===== src/rtl/pipe_ctrl_pkg.sv =====
// Shared types and pipeline-register indices for the pipeline sequencing controller.
package pipe_ctrl_pkg;

    typedef enum logic [1:0] {
        START  = 2'd0,
        RUN    = 2'd1,
        DRAIN  = 2'd2,
        HALTED = 2'd3
    } state_t;

    localparam int IFID  = 0;
    localparam int IDEX  = 1;
    localparam int EXMEM = 2;
    localparam int MEMWB = 3;

endpackage


===== src/rtl/sat_counter.sv =====
// Saturating up-counter with synchronous clear; holds at all-ones instead of wrapping.
module sat_counter #(
    parameter int W = 8
) (
    input  logic         clk,
    input  logic         reset,
    input  logic         clr,
    input  logic         inc,
    output logic [W-1:0] q
);

    logic [W-1:0] cnt_q;
    logic [W-1:0] cnt_d;

    // Next count: clear wins over increment, increment stops at all-ones
    always_comb begin
        cnt_d = cnt_q;
        if (clr) begin
            cnt_d = '0;
        end else if (inc && (cnt_q != {W{1'b1}})) begin
            cnt_d = cnt_q + {{(W-1){1'b0}}, 1'b1};
        end else begin
            cnt_d = cnt_q;
        end
    end

    // Count register, synchronous active-low reset
    always_ff @(posedge clk) begin
        if (!reset) begin
            cnt_q <= '0;
        end else begin
            cnt_q <= cnt_d;
        end
    end

    assign q = cnt_q;

endmodule


===== src/rtl/pipe_seq_ctrl.sv =====
// Pipeline sequencing controller: per-register enable/flush strobes for IF/ID..MEM/WB and PC.
// Optional perf counters (stall_cnt/flush_cnt) are built only when PIPE_PERF_CNT_EN is defined.
module pipe_seq_ctrl
    import pipe_ctrl_pkg::*;
#(
    parameter int STAGES      = 4,
    parameter int MEM_TIMEOUT = 16,
    parameter int CNT_W       = 32
) (
    input  logic              clk,
    input  logic              reset,
    input  logic              load_use,
    input  logic              branch_taken,
    input  logic              mem_busy,
    input  logic              halt_req,
    output logic              pc_en,
    output logic [STAGES-1:0] en,
    output logic [STAGES-1:0] flush,
    output logic              halted,
    output logic              fault,
    output logic [CNT_W-1:0]  stall_cnt,
    output logic [CNT_W-1:0]  flush_cnt
);

    localparam int TO_W = $clog2(MEM_TIMEOUT) + 1;
    localparam int DR_W = $clog2(STAGES) + 1;
    localparam logic [TO_W-1:0] TO_LAST = TO_W'(MEM_TIMEOUT - 1);
    localparam logic [DR_W-1:0] DR_LAST = DR_W'(STAGES - 2);

    state_t            state_q, state_d;
    logic              fault_q, fault_d;
    logic [TO_W-1:0]   timeout_q;
    logic [DR_W-1:0]   drain_q;
    logic              to_inc_s, to_clr_s, dr_inc_s, dr_clr_s;
    logic              stall_inc_s, flush_inc_s;
    logic              pc_en_s, halted_s;
    logic [STAGES-1:0] en_s, flush_s;

    // State and sticky fault registers
    always_ff @(posedge clk) begin
        if (!reset) begin
            state_q <= START;
            fault_q <= 1'b0;
        end else begin
            state_q <= state_d;
            fault_q <= fault_d;
        end
    end

    // Next state and strobes; mem_busy freezes RUN/DRAIN and runs the timeout
    always_comb begin
        state_d     = state_q;
        fault_d     = fault_q;
        pc_en_s     = 1'b0;
        en_s        = '0;
        flush_s     = '0;
        halted_s    = 1'b0;
        to_inc_s    = 1'b0;
        to_clr_s    = !mem_busy;
        dr_inc_s    = 1'b0;
        dr_clr_s    = (state_q != DRAIN);
        stall_inc_s = 1'b0;
        flush_inc_s = 1'b0;
        case (state_q)
            START: begin
                en_s    = '1;
                flush_s = '1;
                state_d = RUN;
            end
            RUN: begin
                if (mem_busy) begin
                    to_inc_s = 1'b1;
                    if (timeout_q == TO_LAST) begin
                        state_d = HALTED;
                        fault_d = 1'b1;
                    end else begin
                        state_d = RUN;
                    end
                end else if (branch_taken) begin
                    pc_en_s        = 1'b1;
                    en_s           = '1;
                    flush_s[IFID]  = 1'b1;
                    flush_s[IDEX]  = 1'b1;
                    flush_s[EXMEM] = 1'b1;
                    flush_inc_s    = 1'b1;
                end else if (load_use) begin
                    en_s          = '1;
                    en_s[IFID]    = 1'b0;
                    flush_s[IDEX] = 1'b1;
                    stall_inc_s   = 1'b1;
                end else if (halt_req) begin
                    en_s          = '1;
                    flush_s[IFID] = 1'b1;
                    state_d       = DRAIN;
                end else begin
                    pc_en_s = 1'b1;
                    en_s    = '1;
                end
            end
            DRAIN: begin
                if (mem_busy) begin
                    to_inc_s = 1'b1;
                    if (timeout_q == TO_LAST) begin
                        state_d = HALTED;
                        fault_d = 1'b1;
                    end else begin
                        state_d = DRAIN;
                    end
                end else begin
                    en_s          = '1;
                    flush_s[IFID] = 1'b1;
                    dr_inc_s      = 1'b1;
                    if (drain_q == DR_LAST) begin
                        state_d = HALTED;
                    end else begin
                        state_d = DRAIN;
                    end
                end
            end
            HALTED: begin
                halted_s = 1'b1;
            end
            default: begin
                state_d = START;
            end
        endcase
    end

    // A low reset overrides the strobes combinationally, before the edge lands
    always_comb begin
        if (!reset) begin
            pc_en  = 1'b0;
            en     = '0;
            flush  = '1;
            halted = 1'b0;
            fault  = 1'b0;
        end else begin
            pc_en  = pc_en_s;
            en     = en_s;
            flush  = flush_s;
            halted = halted_s;
            fault  = fault_q;
        end
    end

    sat_counter #(.W(TO_W)) u_timeout (
        .clk   (clk),
        .reset (reset),
        .clr   (to_clr_s),
        .inc   (to_inc_s),
        .q     (timeout_q)
    );

    sat_counter #(.W(DR_W)) u_drain (
        .clk   (clk),
        .reset (reset),
        .clr   (dr_clr_s),
        .inc   (dr_inc_s),
        .q     (drain_q)
    );

`ifdef PIPE_PERF_CNT_EN
    sat_counter #(.W(CNT_W)) u_stall_cnt (
        .clk   (clk),
        .reset (reset),
        .clr   (1'b0),
        .inc   (stall_inc_s),
        .q     (stall_cnt)
    );

    sat_counter #(.W(CNT_W)) u_flush_cnt (
        .clk   (clk),
        .reset (reset),
        .clr   (1'b0),
        .inc   (flush_inc_s),
        .q     (flush_cnt)
    );
`else
    logic perf_unused_s;
    assign perf_unused_s = stall_inc_s ^ flush_inc_s;
    assign stall_cnt     = '0;
    assign flush_cnt     = '0;
`endif

endmodule


===== config.mk =====
export PLATFORM = sky130hd
export DESIGN_NAME = pipe_seq_ctrl
export DESIGN_NICKNAME = d
export VERILOG_FILES = /design/src/rtl/pipe_ctrl_pkg.sv /design/src/rtl/sat_counter.sv /design/src/rtl/pipe_seq_ctrl.sv
export SDC_FILE = /design/constraint.sdc
export NUM_CORES = 1
export LEC_CHECK = 0
export ABC_AREA = 1
export CORE_ASPECT_RATIO = 0.5
export CORE_MARGIN = 5
export CORE_UTILIZATION = 40
export CTS_BUF_LIST = sky130_fd_sc_hd__clkbuf_16
export DETAILED_ROUTE_END_ITERATION = 16
export HOLD_SLACK_MARGIN = 0.02
export PLACE_DENSITY = 0.85
export SYNTH_ARGS = -nofsm -noshare
export SYNTH_HDL_FRONTEND = slang
export SYNTH_SLANG_ARGS = --single-unit

===== constraint.sdc =====
create_clock -name clk -period 3 [get_ports clk]
set_clock_uncertainty 0.15 [all_clocks]
set_input_delay 0.9 -clock clk [delete_from_list [all_inputs] [get_ports clk]]
set_output_delay 0.9 -clock clk [all_outputs]
set_load 0.01 [all_outputs]

# After elaboration in Yosys (flattened, before gate mapping)
# Index checks and enable logic that the tools add are counted.
[word_totals] reg_bits=11 in_bits=6 out_inout_bits=75 word_cells=65
[op_classes] addsub=2 eq_ne=11 muxes=38 n_bitwise=1 n_reduce_logical=9
[ops] operator="$mux W1" n=22
[ops] operator="$mux W4" n=4
[ops] operator="$mux W2" n=7
[ops] operator="$ne A3 B3 Y1 const B" n=4
[ops] operator="$pmux W4 S3" n=1
[ops] operator="$pmux W2 S3" n=1
[ops] operator="$add A5 B1 Y5 const B" n=1
[ops] operator="$eq A5 B4 Y1 const B" n=1
[ops] operator="$ne A5 B5 Y1 const B" n=1
[ops] operator="$eq A2 B2 Y1 const B" n=2
[ops] operator="$pmux W2 S2" n=1
[ops] operator="$reduce_and A4 Y1" n=1
[ops] operator="$reduce_or A2 Y1" n=2
[ops] operator="$add A3 B1 Y3 const B" n=1
[ops] operator="$eq A3 B2 Y1 const B" n=1
[ops] operator="$mux W3" n=1
[ops] operator="$pmux W1 S3" n=1
[ops] operator="$reduce_and A3 Y1" n=1
[ops] operator="$reduce_bool A3 Y1" n=1
[ops] operator="$eq A2 B1 Y1 const B" n=1
[ops] operator="$logic_and A1 B1 Y1" n=2
[ops] operator="$logic_not A2 Y1" n=1
[ops] operator="$ne A2 B2 Y1 const B" n=1
[ops] operator="$reduce_and A2 Y1" n=1
[ops] operator="$not A1 Y1" n=1

# Logic depth before layout (Yosys ltp)
[logic_depth] word_depth=6 depth_mapped=10 ltp_nobuf=10

# Cells and area by module
# From an unflattened synthesis, not the netlist that was laid out.
[hier_totals] hier_cells=199 area_unflattened_um2=1343.8
[modules_own_cells] mod="pipe_seq_ctrl" n_inst=1 cells_each=140 area_per_inst_um2=920.9 seq_area_each_um2=60.1
[modules_own_cells] mod="sat_counter (u_timeout)" n_inst=1 cells_each=35 area_per_inst_um2=260.2 seq_area_each_um2=100.1
[modules_own_cells] mod="sat_counter (u_drain)" n_inst=1 cells_each=24 area_per_inst_um2=162.7 seq_area_each_um2=60.1

# Least setup slack after synthesis
# No wires, ideal clock.
[synth_path] kind="input-to-output" startpoint="input mem_busy" endpoint="output en[2]" t_arrival_ns=1.912 t_required_ns=1.950 setup_slack_ns=0.038 path_stages=5 path_buffers=2 path_cell_list="buf_6 -> nor2_4 -> inv_1 -> a211oi_1 -> buf_4"
[synth_between] elab_chain_len=3 word_cells_on_any_way=4 classes_between="4 x mux"
[synth_lines] element="start, declared" line="pipe_seq_ctrl.sv:14" rtl="input logic mem_busy,"
[synth_lines] element="$mux W4 (on tied branches)" line="pipe_seq_ctrl.sv:101, pipe_seq_ctrl.sv:71"
[synth_lines] element="$pmux W4 S3 *" line="pipe_seq_ctrl.sv:64" rtl="case (state_q)"
[synth_lines] element="$mux W4 *" line="pipe_seq_ctrl.sv:131" rtl="if (!reset) begin"
[synth_lines] element="end, declared" line="pipe_seq_ctrl.sv:17" rtl="output logic [STAGES-1:0] en,"
# Every way passes the cells marked *; elsewhere a longest branch is shown, timed or not.

# Final worst setup path
[layout_path] startpoint="input mem_busy" endpoint="output flush[0]"
[layout_between] elab_chain_len=3 word_cells_on_any_way=4 classes_between="4 x mux"
[layout_lines] element="$mux W1 or $mux W3 (tied branches)" line="pipe_seq_ctrl.sv:101, pipe_seq_ctrl.sv:71"
[layout_lines] element="$pmux W1 S3 *" line="pipe_seq_ctrl.sv:64"
[layout_lines] element="$mux W4 *" line="pipe_seq_ctrl.sv:131"
[layout_lines] element="end, declared" line="pipe_seq_ctrl.sv:18" rtl="output logic [STAGES-1:0] flush,"
# Marked as above.

==> impl_metrics.toml <==
[run_status]
outcome = "complete, no violations"

[placed_design]
pre_cts_slack_ps = -665
dpl.cell_count = 250
globalplace.congestion = 0.805
port_buffers = 16
dp_hpwl_mm = 2.10

[final_layout]
area_growth_pct = 6.16
final_net_count = 234
final_cell_mix = "64 x conb_1, 26 x nand2_1, 24 x inv_1"
antenna_cells = 0
drive_above_1_share_pct = 17.1
layout_commonest_cell = "conb_1"
register_area_um2 = 220
fin_cells = 256
multi_input_area_um2 = 778
num-fill-cells = 298

[route]
final_antenna_net_count = 0
finalWirelength_mm = 2.58
drt_iter0_markers = 62
vias = 1016
viasPerCell = 3.97
routedWlPerCell_um = 10.1
drc = 0
drt_first_pass_iters = 4

[critical_path]
cp_data_required_time_ps = 1950
rrSetupSlack_ps = 1140
r2r-end = "state_q[1]"
crit_fanout = 5
rr_startpoint = "u_timeout.q[0]"
cp.arrival_ps = 1890
critPathCaptureType = "output port"
crit_type = "input port to output port"
worst_r2r_path_depth = 10
crit_path_start_kind = "input port"

[worst_hold_path]
min-delay-start = "fault_q"
hold_path_class = "register to register"
hold_depth = 2
hold-path-endpoint = "fault_q"

[global_routing]
grt_usage_pct = 10.3
grt_max_degree = 9
grt_pass1_vias = 921
overflow = 0
antenna_found_initial = 0
grt_pass1_wl_mm = 3.95

[die]
rows = 14
die_x_um = 92.5
core_um2 = 3140
dieArea_um2 = 4740
die_y_um = 51.2
ios = 81
start_util_pct = 43.4

[timing]
finalHoldViolCount = 0
setup_tns_ps = 0
post-route-min-period_ps = 2940
maxSlewViolCount = 0
setup_ws_ps = 56.9
fmax_ghz = 0.340
setup_violations = 0
post-route-period-util_pct = 98.1
rsz0062_at_grt = "false"

[flow_run]
max-cap-violations = 0

[yosys]
async_flop_share_pct = 0
netlist_instances = 188
yosysUniqueCellTypes = 26
avgSynthCellArea_um2 = 7.23
synth_enable_flop_cells = 0
syn_area_um2 = 1360
yosys_register_bits = 11
synth_area_leaders = "buf_4 36%, dfxtp_1 16%, ha_1 10%"
synth_top_cell_area_share_pct = 36.4
synth_ff_type = "dfxtp_1"
yosysWarnings = 0
yosysSeqAreaShare_pct = 16.2
synth_top_area_cell = "buf_4"

[clock_tree]
cts_max_level = 1
cts-buffers-inserted = 3
clock_sinks = 11
cts_buffer_depth = 2
root_buffer = "clkbuf_16"
cts_tree = "done"
cts_hold_buf = 0
clock_latency_ps = 240
path_clk_slew_ps = 40

[pwr]
p_per_area_nw_per_um2 = 605
peakVddDrop_uv = 205
leakage_nw = 0.800
[through the flow]
step                      total power, mW  hold slack, ps  utilization [%]  instance area [um^2]
final                               0.873             296             46.0                  1440
after floorplan                     0.556             269                -                  1600
after CTS                           0.879             303             46.4                  1450
after detailed placement            0.655             294             43.9                  1380
after global placement              0.645             284             43.9                  1380
after global routing                0.941             324             46.0                  1440
[repair_timing]
| action | in CTS | in global routing |
|---|---|---|
| setup endpoints to repair | 11 | 3 |
| pin swaps | 1 | 0 |
| gates resized for setup | 42 | 4 |
| buffers inserted | 2 | 0 |
[cell type report]
type	count	share of cell area [%]
clock buffers	3	5.20
clock inverters	1	0.260
inverters	26	6.76
multi-input cells	146	53.9
flip-flops and latches	11	15.3
well taps	40	3.47
repair buffers	29	15.2
[kinds of logic after synthesis]
kind of cell / synth area share, %
adder cells (fa/ha/maj): 10.1
flip-flops: 16.2
AND/OR/NAND/NOR: 20.2
buffers and inverters: 44.8
AO/OA/AOI/OAI: 8.37
other: 0.276
[where the power goes]
| group | switching [mW] | internal (mW) | leakage, nW |
|---|---|---|---|
| combinational | 0.287 | 0.167 | 0.668 |
| clock | 0.0636 | 0.175 | 0.0423 |
| sequential | 0.0175 | 0.163 | 0.0892 |
| total | 0.368 | 0.505 | 0.800 |
[state kept, by name, summed over array words and instances, names as in the netlist]
name,flops
u_timeout.q,5
u_drain.q,3
fault_q,1
state_q,2
[critical path: stages]
cell and delay (ps):
dlygate4sd2_1 240, buf_6 130, nor2_4 100, buf_4 120
nand3_1 60, nand2_1 60, inv_1 30, o21ai_0 110
buf_2 150
[how the worst max path moves through the flow]
stage                     startpoint        to  slack (ps)  depth (start not counted)
final                       mem_busy  flush[0]          60                          9
after floorplan             mem_busy     en[2]          40                          5
after detailed placement    mem_busy     en[1]        -670                          6
after CTS                   load_use  flush[1]           7                          6
after global placement      mem_busy     en[1]        -630                          6
after global routing        halt_req  flush[0]         0.8                          8
[synthesized netlist by cell type (2+ instances only)]
library cell,instances
buf_4,66
nand3_1,5
a21oi_1,10
nand2_4,2
nand2_1,26
ha_1,11
a211oi_1,2
nor2_1,7
inv_1,25
nor3_1,3
o21ai_0,5
dfxtp_1,11
nor2_8,2
[layer usage]
layer | vias up | GRT usage [%] | share of wire, %
met3 | 6 | 2.05 | 9.8
met4 | 0 | 5.42 | 2.1
li1 | 506 | - | -
met1 | 449 | 8.86 | 34
met5 | - | 0 | 0
met2 | 55 | 22.6 | 54
Power figures use the tool's default switching activity.
